File: src/rtl/shift_seq_8_bit.sv
// Multi-cycle logical shifter: moves an operand left or right one bit per clock,
// with a start/busy/done handshake for the ALU sequencer.
`timescale 1ns/1ps
module shift_seq_8_bit #(
    parameter int WIDTH = 8,
    parameter int AMT_W = 3
) (
    input  logic             clk,
    input  logic             rst,
    input  logic             start,
    input  logic             dir,
    input  logic [AMT_W-1:0] amount,
    input  logic [WIDTH-1:0] d_in,
    input  logic             fill,
    output logic [WIDTH-1:0] result,
    output logic             carry_out,
    output logic             busy,
    output logic             done
);

    typedef enum logic [1:0] {
        IDLE,
        SHIFT,
        DONE
    } state_t;

    state_t           state;
    state_t           next_state;
    logic [AMT_W-1:0] count;
    logic             dir_q;
    logic             fill_q;
    logic             load;
    logic             step;

    always_ff @(posedge clk or posedge rst) begin
        if (rst) begin
            state <= IDLE;
        end else begin
            state <= next_state;
        end
    end

    // A new operation may load from IDLE or straight out of DONE (back-to-back).
    always_comb begin
        next_state = state;
        load       = 1'b0;
        step       = 1'b0;
        case (state)
            IDLE: begin
                if (start) begin
                    load       = 1'b1;
                    next_state = (amount == '0) ? DONE : SHIFT;
                end
            end
            SHIFT: begin
                step = 1'b1;
                if (count == AMT_W'(1)) begin
                    next_state = DONE;
                end
            end
            DONE: begin
                if (start) begin
                    load       = 1'b1;
                    next_state = (amount == '0) ? DONE : SHIFT;
                end else begin
                    next_state = IDLE;
                end
            end
            default: begin
                next_state = IDLE;
            end
        endcase
    end

    // Direction and fill are captured at load so the sequencer may change its inputs mid-shift.
    always_ff @(posedge clk or posedge rst) begin
        if (rst) begin
            result    <= '0;
            carry_out <= 1'b0;
            count     <= '0;
            dir_q     <= 1'b0;
            fill_q    <= 1'b0;
        end else if (load) begin
            result    <= d_in;
            carry_out <= 1'b0;
            count     <= amount;
            dir_q     <= dir;
            fill_q    <= fill;
        end else if (step) begin
            if (dir_q) begin
                carry_out <= result[0];
                result    <= {fill_q, result[WIDTH-1:1]};
            end else begin
                carry_out <= result[WIDTH-1];
                result    <= {result[WIDTH-2:0], fill_q};
            end
            count <= count - AMT_W'(1);
        end
    end

    assign busy = (state == SHIFT);
    assign done = (state == DONE);

endmodule

File: config.mk
export PLATFORM = sky130hd
export DESIGN_NAME = shift_seq_8_bit
export DESIGN_NICKNAME = d
export VERILOG_FILES = /design/src/rtl/shift_seq_8_bit.sv
export SDC_FILE = /design/constraint.sdc
export NUM_CORES = 1
export LEC_CHECK = 0
export CAP_MARGIN = 0
export CORE_UTILIZATION = 48
export CTS_CLUSTER_DIAMETER = 50
export DETAILED_ROUTE_END_ITERATION = 10
export PLACE_DENSITY = 0.82
export SYNTH_ARGS = -nofsm -noshare
export SYNTH_HDL_FRONTEND = slang
export SYNTH_SLANG_ARGS = --single-unit
export TNS_END_PERCENT = 20
File: constraint.sdc
create_clock -name clk -period 1.7 [get_ports clk]
set_input_delay 0.17 -clock clk [delete_from_list [all_inputs] [get_ports clk]]
set_output_delay 0.17 -clock clk [all_outputs]
set_load 0.03 [all_outputs]
==> results of run 1 <==
## sequential cells by signal, summed over array words and instances, names as in the netlist
name       cells
carry_out      1
count          3
dir_q          1
fill_q         1
result         8
state          2
## logic make-up after synthesis
kind of cell	count (synthesis)	synth area share
AOI/OAI and AO/OA	21	0.2032
adders and majority gates	2	0.02945
buffers and inverters	8	0.05743
DFF	16	0.4713
muxes	7	0.08248
and+or+nand+nor	26	0.1561
## routing by layer
metal  up-vias  routed length (um)  global-route usage
met5         -                   0                   0
met4         0                  12             0.03636
met3         2                 101             0.03673
met2        29                 881              0.3559
met1       345                 913              0.2976
li1        347                   -                   -
## worst max path at each step
stage / depth (start not counted) / endpoint / slack [ps]
after global placement: 4 / result[3] / 180
after detailed placement: 4 / count[2] / 80
final: 1 / result[7] / 100
after global routing: 1 / result[7] / 60
after floorplan: 5 / count[1] / 480
after CTS: 2 / done / 10
## cell usage after synthesis (all sizes together)
master    n  share of area
dfrtp    16           0.47
nand2     9          0.040
a221o     7          0.082
mux2i     7          0.082
nor2      7          0.040
nor2b     6          0.047
o21ai     6          0.035
buf       4          0.037
inv       4          0.021
a211oi    3          0.044
ha        2          0.029
nand2b    2          0.015
o22ai     2          0.015
a21oi     1         0.0059
a22o      1          0.010
nor3      1         0.0059
nor3b     1         0.0088
o2bb2ai   1          0.010
## what timing repair did
item                                   CTS  global route
endpoints found under the hold margin    0             0
buffers inserted                         0             0
gates resized for setup                  0             1
setup endpoints to repair                0             1
## metrics by stage
stage,hold WS [ps],cells,utilization,cell area [um^2]
2_1_floorplan,83.74,80,-,849.6
3_3_place_gp,481.1,122,0.7143,1126
3_5_place_dp,499.2,122,0.7143,1126
4_1_cts,272.6,126,0.7373,1162
5_1_grt,335.0,126,0.7389,1165
6_report,243.8,126,0.7389,1165
## area by class of cell
class,count,share of cell area
Tap cell,16,0.01719
Timing Repair Buffer,30,0.2492
Clock buffer,4,0.03115
Inverter,4,0.01504
Multi-Input combinational cell,56,0.3437
Sequential cell,16,0.3437
## power by group through the flow
stage	Combinational, uW	Clock (uW)	Sequential (uW)
detailed placement	1420	0	806
global placement	1390	0	798
CTS	1420	257	802
finish	1420	260	805
global route	1500	279	834
floorplan	844	0	929
## layout by cell type (no fill, tap or decap)
cell and instances:
clkdlybuf4s50_1 24, dfrtp_1 16, nand2_1 9, a221o_1 7, mux2i_1 7, nor2_1 6
nor2b_1 5, buf_4 5, inv_1 3, a211oi_2 3, o21ai_0 3, o21ai_1 3
clkbuf_4 3, nand2b_1 2, o22ai_1 2, ha_1 2, nor2b_2 1, inv_4 1
nor2_4 1, a21oi_1 1, nor3b_1 1, o2bb2ai_1 1, nor3_1 1, a22o_1 1
clkbuf_8 1, dlymetal6s2s_1 1
==> results list, run 1 <==
* Top Ports: 27
- Global routing finished with a remaining overflow of 0.
- Cells along the critical path: clkdlybuf4s50_1
- Worst R2R Setup Slack: approximately 280 ps
- The detailed router finished its first iteration with 27 violations.
- In this run the mean area of a mapped cell was about 11 um^2.
- Final count of negative-setup-slack endpoints: 0
- Area of the core region: approximately 0.0016 mm^2
- Setup TNS: 0 ps
- During synthesis, Yosys emitted a total of 0 warnings.
* RSZ-0062 raised after global routing: false
* Clock-pin transition on the worst setup and hold timing paths: approximately 100 ps
* FF+latch area: between 400 and 500 um^2
- Vias after detailed routing: between 700 and 800
- Timing analysis after detailed placement gives a worst setup slack of between 80 and 90 ps.
- Netlist cell types: 24
- Of the total power, the share spent switching nets is 0.4464.
- Of the total power, the clock network draws 0.105.
* Peak supply drop: 0.001131 V
* Signal arrival time at the worst endpoint: 1430 ps
- RePlAce Congestion: a little over 0.8
- For this configuration, the core starts out at a cell density of 0.5389.
- Reg2reg start: dir_q
- Summed instance area of the synthesized netlist: 849.6 um^2
- The worst setup path is captured at an output port.
* Slowest cell on the critical path: clkdlybuf4s50_1
- The worst setup path is launched from a flop.
* Global router's overall resource usage: 0.2133
- Required time at the endpoint of the critical path: ~1500 ps
- WL final: about 1900 um
- The count of final hold-check violations is 0.
- Nets in the synthesized netlist: a little under 100
* Via density: 5.738
- Total area of multi-input combinational cells: 400.4 um^2
- For this design the ratio of total power to cell area is 2130 mW/mm^2.
- The share of the Yosys chip area taken by registers is 0.4713.
* Standby leakage power: between 0.0005 and 0.0006 uW
* Internal power of the cells: around 1400 uW
- Static timing analysis puts the maximum clock frequency at 0.6249 GHz.
* Post-DR wirelength/cell: 15.15 um
- Switching power total: 1108 uW
- Worst reg-to-reg path cell count: 3
- CTS tree: yes
- Worst Hold Class: in2async
- In this run the worst path has a maximum fanout of 4.
* Cell Rows: 14
- Count of state elements after synthesis: 16
- Type of the worst setup path: reg2out
- Number of CTS-inserted buffers: 3
- Post-DP HPWL: between 1000 and 1500 um
- Worst slew margin relative to its limit: 0.5811
- Antenna viol nets, final: 0
* TritonCTS sink count: 16
- Of the total power, combinational logic draws 0.571.
- The first detailed-routing pass ran for 7 iterations.
- First-pass GRT wire length: about 3000 um
- Clock tree root buffer cell: clkbuf_4
- Time the worst path needs with I/O delays and setup: 1600 ps
- Number of filler cells placed in the layout: between 100 and 150
- The cell count after synthesis came out at 80.
- Setup slack on the critical path of the routed design comes to about 100 ps.
- Die area: approximately 0.0019 mm^2
- Result of the run: complete, but fails checks
* DIE WIDTH: 44.07 um
* Number of DRC violations after detailed routing: 2
* Count of input and output buffers: 26
- Cts-stage hold buffer count: 0
* Number of global-route vias before repair: slightly above 700
- In the final layout, the share of cells above drive strength 1 is 0.1364.
- The tool flagged a number of max-cap violations equal to 0.
- From synthesis to final layout, the design area changed by 37.11%.
* Number of H-tree levels: 1
- The number of buffers and inverters on the critical path is 1.
- Final layout net count: about 130
- Number of antenna violations at the first check in global routing: 0
* Clock insertion delay at the later pin of the skew report: a little under 300 ps
* Violated checks: design-rule violations
* Number of max-slew violations in the final report: 0
- The floorplan step set the die height to approximately 44 um.
- Entering global routing, the biggest net connects 17 pins.
* Crit. Startpoint: result[7]
* Peak per-stage delay on the critical path: approximately 700 ps
- Sum of internal, switching and leakage power: approximately 2500 uW
* Crit-path leading delay family: buffers and inverters
- In the finished design, the share of the clock period the worst path needs comes to 0.9413.
- Counting along the longest clock path gives a buffer depth of 2.
- In this run the critical register-to-register path is captured at result[1].
* Fraction of power consumed by sequential logic: 0.324
- Largest clock skew in the final design: approximately 3.7 ps
* Antenna Diode Count: 0
- At the pin with the least slew margin, the transition time is 627.6 ps.
Note: power is estimated with default switching activity, not from simulation.
==> run 2, diff against run 1 <==
--- a/config.mk
+++ b/config.mk
@@ -10,6 +10,7 @@
 export CTS_CLUSTER_DIAMETER = 50
 export DETAILED_ROUTE_END_ITERATION = 10
 export PLACE_DENSITY = 0.82
+export REMOVE_ABC_BUFFERS = 1
 export SYNTH_ARGS = -nofsm -noshare
 export SYNTH_HDL_FRONTEND = slang
 export SYNTH_SLANG_ARGS = --single-unit
==> constraint.sdc (replaced) <==
create_clock -name clk -period 1.7 [get_ports clk]
set_input_delay 0.17 -clock clk [delete_from_list [all_inputs] [get_ports clk]]
set_output_delay 0.17 -clock clk [all_outputs]
set_load 0.01 [all_outputs]
==> run 2 against run 1 <==
  * The flow now finishes without violations
  * Final cell count decreased by 0.79%
  * Sequential power decreased by 3.4%
  * Flip-flop and latch count unchanged
  * Worst hold slack improved by 5.4 ps
  * Final area decreased by 0.97%
  * Combinational power decreased by 13%
  * Global-route usage increased by 1.3 points
  * First-iteration DRC count decreased by 26%
  * Register-to-register slack improved by 90 ps
  * Sequential share of layout area increased by 0.34 points
  * Via count decreased by 0.41%
  * Critical path type unchanged
  * Largest power group unchanged
==> results list, run 2 (synthesis results as in run 1) <==
* Count of input and output buffers: 26 (unchanged)
* Number of max-slew violations in the final report: 0 (unchanged)
- The top cell family by delay on the critical path was buffers and inverters (unchanged).
- The overall routing resource usage was 0.2266 (was 0.2133).
* Post-DP HPWL: 1356 um (was 1416 um)
- Die area: 0.001942 mm^2 (unchanged)
* Crit. Startpoint: state[0] (was result[7])
- Setup TNS: 0 ps (unchanged)
* Commonest cells after routing, fill and taps aside: clkdlybuf4s50_1 (25), dfrtp_1 (16), nand2_1 (9), a221o_1 (7), mux2i_1 (7) (was clkdlybuf4s50_1 (24), dfrtp_1 (16), nand2_1 (9), a221o_1 (7), mux2i_1 (7))
- The area used by sequential logic in the layout was 400.4 um^2 (unchanged).
- The total CTS buffers is 3 (unchanged).
- The number of inserted diodes came to 0 (unchanged).
- The clock latency on the worst-skew pair is 280 ps (was 290 ps).
- Maximum frequency from static timing analysis: 0.6512 GHz (was 0.6249 GHz)
* Reg2reg start: state[1] (was dir_q)
- The slowest cell on the critical path is clkdlybuf4s50_1 (unchanged).
* DRC marker count from the first detailed-route iteration: 20 (was 27)
* Measured slew at the worst slew-check pin: 607.9 ps (was 627.6 ps)
- Post-DR wirelength/cell: 14.94 um (was 15.15 um)
- Clock-pin transition on the worst setup and hold timing paths: 90 ps (was 100 ps)
* RSZ-0062 raised after global routing: false (unchanged)
- Time the worst path needs with I/O delays and setup: 1536 ps (was 1600 ps)
- Area of the core region: 0.001577 mm^2 (unchanged)
* Peak per-stage delay on the critical path: 540 ps (was 700 ps)
* Clock tree buffer depth: 2 (unchanged)
- Starting Density: 0.5389 (unchanged)
* Clock tree root buffer cell: clkbuf_4 (unchanged)
- Final count of negative-setup-slack endpoints: 0 (unchanged)
- Total congestion overflow after global routing: 0 (unchanged)
- The vias per cell is 5.760 (was 5.738).
- Cells along the critical path: nor2b_1 > clkdlybuf4s50_1 (was clkdlybuf4s50_1).
- Biggest register: result (unchanged)
* Maximum number of pins on one net before global-route repair: 17 (unchanged)
* Antenna viol nets, final: 0 (unchanged)
- The kind of start point of the critical path was a flop (unchanged).
- The via total after detailed routing is 720 (was 723).
* Worst slew margin relative to its limit: 0.5943 (was 0.5811)
* Final worst-path cycle share: 0.9034 (was 0.9413)
* Post-layout util: 0.7317 (was 0.7389)
- Critical Path Fanout Max: 4 (unchanged)
- Total buffers and inverters traversed by the critical path: 1 (unchanged)
- Largest clock skew in the final design: 2.299 ps (was 3.656 ps)
- Result of the run: complete, no violations (was complete, but fails checks).
* Die Y-Extent: 44.07 um (unchanged)
- The top-level I/O count is 27 (unchanged).
- The first-pass iteration count of the detailed router was 4 (was 7).
- The data arrival time of the critical path came to 1370 ps (was 1430 ps).
- WL final: 1867 um (was 1909 um)
- The sort of element at the end of the critical path was an output port (unchanged).
- Pwr dens: 1918 mW/mm^2 (was 2130 mW/mm^2)
- The global-route wire length before repair came to 3236 um (was 3049 um).
* Number of global-route vias before repair: 737 (was 711)
* Number of filler cells placed in the layout: 128 (was 125)
- The TritonCTS sink count is 16 (unchanged).
* Flip-flop count of the largest register, all copies and words added: 8 (unchanged)
* Most frequent standard cell in the layout excluding fill and tap cells: clkdlybuf4s50_1 (unchanged)
- Number of H-tree levels: 1 (unchanged)
- The max-capacitance violation count came to 0 (unchanged).
- The maximum vdd ir drop came to 0.001044 V (was 0.001131 V).
- Number of antenna violations at the first check in global routing: 0 (unchanged)
* Standby leakage power: 0.0005110 uW (was 0.0005271 uW)
- Ratio of cells with drive above 1 in the final layout: 0.1193 (was 0.1364)
- The count of nets after finishing was 129 (unchanged).
* Type of the worst setup path: reg2out (unchanged)
- Area Growth Syn to Fin: 35.79% (was 37.11%)
- The class of the tightest hold or removal check is in2async (unchanged).
- The required time at the endpoint of the critical path came to 1530 ps (about the same).
* Largest registers ranked by flip-flop count: result (8), count (3), state (2) (unchanged)
- The final RePlAce weighted congestion came to 0.7391 (was 0.8261).
- The site row count came to 14 (unchanged).
- The TritonCTS clock tree was yes (unchanged).
* Total area of multi-input combinational cells: 400.4 um^2 (unchanged)
* Final Hold Violating Endpoints: 0 (unchanged)
- The overall die width was 44.07 um (unchanged).
- Number of DRC violations after detailed routing: 0 (was 2)
-- run 2: per-stage QoR --
step           instances  total power [uW]  setup WS (ps)  hold WS (ps)  instance area [um^2]
6_report             125              2213          164.3         249.2                  1154
5_1_grt              125              2370          99.04         331.9                  1154
4_1_cts              125              2231          15.79         276.8                  1151
3_5_place_dp         122              2027          225.6         497.5                  1129
3_3_place_gp         122              1992          265.0         485.3                  1129
2_1_floorplan         76              1503          308.2         83.74                 818.3
-- run 2: path summary, 6_finish.rpt --
path | slack, ps | to | cells past startpoint
setup / recovery | 160 | done | 2
max in group asynchronous | 1060 | result[3] | 2
setup reg to reg | 370 | count[2] | 4
hold reg to reg | 510 | carry_out | 1
hold / removal | 250 | dir_q | 2
min in group clk | 410 | fill_q | 3
-- run 2: routing by layer --
metal | vias up | GRT usage | wire [um]
li1 | 349 | - | -
met1 | 339 | 0.3000 | 865
met2 | 28 | 0.3765 | 876
met3 | 4 | 0.04082 | 107
met4 | 0 | 0.07273 | 17
met5 | - | 0 | 0
-- run 2: area by class of cell --
cell class	instances	area share
sequential	16	0.3471
clock buffer	3	0.01952
multi-input combinational	56	0.3471
tap	16	0.01735
inverter	4	0.01518
timing repair buffer	30	0.2538
-- run 2: power by group --
part	internal, uW	switching, uW
clock network	82.1	114
registers	576	202
logic	666	573
total	1320	889
-- run 2: worst register-to-register path, stage by stage, from the launching register on --
cell and delay (ps):
dfrtp_1 380, nand2b_1 190, buf_4 220, mux2i_1 140, a221o_1 300
-- run 2: what timing repair did --
action | 4_1_cts | 5_1_grt
resized for setup | 0 | 1
endpoints found under the setup margin | 0 | 1
hold buffers | 0 | 0
setup buffers | 0 | 0
==> run 3, diff against run 2 <==
--- a/config.mk
+++ b/config.mk
@@ -5,8 +5,10 @@
 export SDC_FILE = /design/constraint.sdc
 export NUM_CORES = 1
 export LEC_CHECK = 0
+export ABC_AREA = 1
+export ABC_CLOCK_PERIOD_IN_PS = 1700
 export CAP_MARGIN = 0
-export CORE_UTILIZATION = 48
+export CORE_UTILIZATION = 49
 export CTS_CLUSTER_DIAMETER = 50
 export DETAILED_ROUTE_END_ITERATION = 10
 export PLACE_DENSITY = 0.82
==> run 3 against run 2 <==
  * First-iteration DRC count increased by 50%
  * Final area up 6.0%
  * Setup slack worse by 86 ps
  * Clock skew increased by 1.7 ps
  * Register-to-register slack better by 110 ps
  * Fmax decreased by 5.3%
  * Worst hold slack gained 11 ps
  * Largest power group unchanged
  * Synthesized cell count is 61% higher
  * Clock-buffer cell count stayed put
  * Non-clock buffer count is 3 lower
  * Combinational power is essentially flat
==> results list, run 3 <==
- Result of the run: complete, no violations (unchanged)
- Summed instance area of the synthesized netlist: 928.4 um^2 (was 849.6 um^2)
- The adder and majority gate portion of the synthesized area came to 0.02695 (was 0.02946).
- The number of flops mapped to enable cells by yosys was 0 (unchanged).
- Mux cell area share after synthesis: 0 (was 0.08247)
- Number of H-tree levels: 1 (unchanged)
- Largest registers ranked by flip-flop count: result (8), count (3), state (2) (unchanged)
- The class of the tightest hold or removal check is in2async (unchanged).
- Count of TritonRoute iterations in the first routing pass: 4 (unchanged)
* Type of the worst setup path: reg2out (unchanged)
- Combinational fraction of design power: 0.563 (was 0.560)
* Count of input and output buffers: 26 (unchanged)
- The total detailed-routing wirelength is 2007 um (was 1867 um).
- Post-DP HPWL: 1468 um (was 1356 um)
- Peak supply drop: 0.001010 V (was 0.001044 V)
- The vias per cell was 4.912 (was 5.760).
- The internal portion of total power came to 1226 uW (was 1324 uW).
- The via total after detailed routing was 889 (was 720).
- Setup TNS: 0 ps (unchanged)
- The required time at the endpoint of the critical path was 1530 ps (about the same).
* Synth top area share: 0.4313 (was 0.4713)
- Top Ports: 27 (unchanged)
- Maximum number of pins on one net before global-route repair: 18 (was 17)
- DIE WIDTH: 45.53 um (was 44.07 um)
* FF+latch area: 400.4 um^2 (unchanged)
- Die area: 0.002073 mm^2 (was 0.001942 mm^2)
* Most frequent standard cell in the layout excluding fill and tap cells: nand2_1 (was clkdlybuf4s50_1)
- Biggest register: result (unchanged)
- The share of synthesized area occupied by flip-flops and latches was 0.4313 (was 0.4713).
- The worst relative slew slack was 0.5905 (was 0.5943).
* Final worst-path cycle share: 0.9539 (was 0.9034)
- CP startpoint kind: flop (unchanged)
* Post-DR wirelength/cell: 11.09 um (was 14.94 um)
* Number of global-route vias before repair: 752 (was 737)
* Clock tree root buffer cell: clkbuf_4 (unchanged)
- Pwr dens: 1815 mW/mm^2 (was 1918 mW/mm^2)
- The cts-stage hold buffer count was 0 (unchanged).
- Number of violations of the max-capacitance limit: 0 (unchanged)
* Cell Rows: 15 (was 14)
- DRC marker count from the first detailed-route iteration: 30 (was 20)
* Number of DRC violations after detailed routing: 0 (unchanged)
- Post-synthesis xor/xnor area fraction: 0 (unchanged)
* Yosys warning count: 0 (unchanged)
- Count of instances resized after the clock tree is built: 0 (unchanged)
- Inst Count DP: 178 (was 122)
* TritonCTS sink count: 16 (unchanged)
- Dominant cell by count in the synthesized netlist: nand2_1 (was dfrtp_1)
- Area Growth Syn to Fin: 31.67% (was 35.79%)
* Area of the core region: 0.001745 mm^2 (was 0.001577 mm^2)
* Switching share of power: 0.4475 (was 0.4017)
- The final RePlAce weighted congestion is 0.7908 (was 0.7391).
- Final count of negative-setup-slack endpoints: 0 (unchanged)
* Post-synthesis async set-or-reset flop share: 1.000 (unchanged)
- Total area of multi-input combinational cells: 429.2 um^2 (was 400.4 um^2)
- Starting Density: 0.5319 (was 0.5389)
* Mean post-synth cell area: 7.197 um^2 (was 10.62 um^2)
- Clk network pwr share: 0.088 (was 0.089)
- Post-synth top flop: dfrtp_1 (unchanged)
* PnR worst setup slack: 78.42 ps (was 164.3 ps)
* Post-CTS Setup Bufs: 0 (unchanged)
- The post-synthesis simple-gate area fraction is 0.3787 (was 0.1561).
* Fraction of power consumed by sequential logic: 0.349 (was 0.352)
* Measured slew at the worst slew-check pin: 613.6 ps (was 607.9 ps)
- Critical Path Fanout Max: 4 (unchanged)
- The count of cell types in the netlist was 18 (was 24).
- Number of max-slew violations in the final report: 0 (unchanged)
- Most frequent cells after synthesis: nand2_1 (50), nand3_1 (17), dfrtp_1 (16), inv_1 (16) (was dfrtp_1 (16), nand2_1 (9), a221o_1 (7), mux2i_1 (7), nor2_1 (6)).
- The gate count of the mapped netlist came to 129 (was 80).
- Maximum frequency from static timing analysis: 0.6167 GHz (was 0.6512 GHz)
- The clock transition at the registers of the reported paths is 90 ps (about the same).
* Die Y-Extent: 45.53 um (was 44.07 um)
* CP endpoint kind: output port (unchanged)
- The final setup skew is 3.986 ps (was 2.299 ps).
- The flip-flop count of the largest register after layout came to 8 (unchanged).
- The number of flip-flops and latches in the synthesized netlist came to 16 (unchanged).
- First-pass GRT wire length: 3243 um (was 3236 um)
- Clock tree buffer depth: 2 (unchanged)
- Worst slack at placement: 390.5 ps (was 225.6 ps)
- RSZ-0062 raised after global routing: false (unchanged)
* Switching power total: 993.0 uW (was 888.9 uW)
- The antenna violation net count after detailed routing came to 0 (unchanged).
- Smallest hold slack: 260.4 ps (was 249.2 ps)
- The largest area contributor in the netlist is dfrtp_1 (unchanged).
* Clock insertion delay at the later pin of the skew report: 280 ps (about the same)
* Signal arrival time at the worst endpoint: 1450 ps (was 1370 ps)
- CTS tree: yes (unchanged)
- Ratio of cells with drive above 1 in the final layout: 0.09615 (was 0.1193)
- Antenna Diode Count: 0 (unchanged)
- Cell types occupying the most area after synthesis: dfrtp_1 (43%), nand2_1 (20%), nand3_1 (9.2%) (was dfrtp_1 (47%), a221o_1 (8.2%), mux2i_1 (8.2%))
- Commonest cells after routing, fill and taps aside: nand2_1 (50), clkdlybuf4s50_1 (26), nand3_1 (17), inv_1 (16), dfrtp_1 (16) (was clkdlybuf4s50_1 (25), dfrtp_1 (16), nand2_1 (9), a221o_1 (7), mux2i_1 (7))
- The initial antenna violation count is 0 (unchanged).
- Global router's overall resource usage: 0.2159 (was 0.2266)
- Main combinational cell family by area after synthesis: simple AND/OR/NAND/NOR gates (was compound AO/OA/AOI/OAI gates)
- Final layout net count: 176 (was 129)
* Total congestion overflow after global routing: 0 (unchanged)
* Post-synthesis compound-gate area fraction: 0.05660 (was 0.2032)
- Number of filler cells placed in the layout: 152 (was 128)
* Time the worst path needs with I/O delays and setup: 1622 ps (was 1536 ps)
- Count of placed standard cells in the final layout, fillers left out: 181 (was 125)
- Final Hold Violating Endpoints: 0 (unchanged)
- Number of CTS-inserted buffers: 3 (unchanged)
- The leakage power of the design came to 0.0006290 uW (was 0.0005110 uW).
==> run 3: power groups by stage <==
stage,Combinational [uW],Clock [uW],Sequential [uW]
final,1250,194,775
after global routing,1410,215,803
after CTS,1250,200,771
after detailed placement,1240,0,779
after global placement,1210,0,770
after floorplan,741,0,790
==> run 3: final timing paths <==
path,slack (ps),end,startpoint,cells past startpoint
worst min register to register,490,carry_out,carry_out,2
worst max register to register,480,result[4],dir_q,5
worst min-delay path,260,state[1],rst,2
max in group asynchronous,1040,result[1],rst,2
worst max-delay path,80,busy,state[0],3
min in group clk,420,fill_q,fill,3
==> run 3: critical path, cell delays in order (launching register included) <==
cell	delay (ps)
dfrtp_1	420
inv_2	90
nor2_4	110
clkdlybuf4s50_1	550
==> run 3: final cells by class <==
type                    count  area share
well taps                  25     0.02559
inverters                  19     0.05834
clock buffers               3     0.01842
multi-input cells          91      0.3511
repair buffers             27      0.2190
flip-flops and latches     16      0.3275
==> run 3: kinds of logic (layout without fill, tap and decap cells) <==
logic type,after synthesis,count (layout)
compound gates,9,9
fa+ha+maj,2,2
buf+inv,22,49
flops,16,16
simple gates,80,80
==> run 3: per-stage QoR <==
stage / util / total power (uW) / cell area [um^2]
detailed placement: 0.6875 / 2023 / 1200
floorplan: - / 1532 / 900.9
finish: 0.7004 / 2219 / 1222
global placement: 0.6875 / 1984 / 1200
global route: 0.7004 / 2430 / 1222
CTS: 0.7004 / 2224 / 1222
==> run 3: metal layers <==
layer | vias to the layer above | wire length, um | track usage
met5 | - | 0 | 0
met4 | 0 | 14 | 0.04242
met3 | 3 | 123 | 0.03571
met2 | 31 | 953 | 0.3657
met1 | 400 | 916 | 0.2886
li1 | 455 | - | -
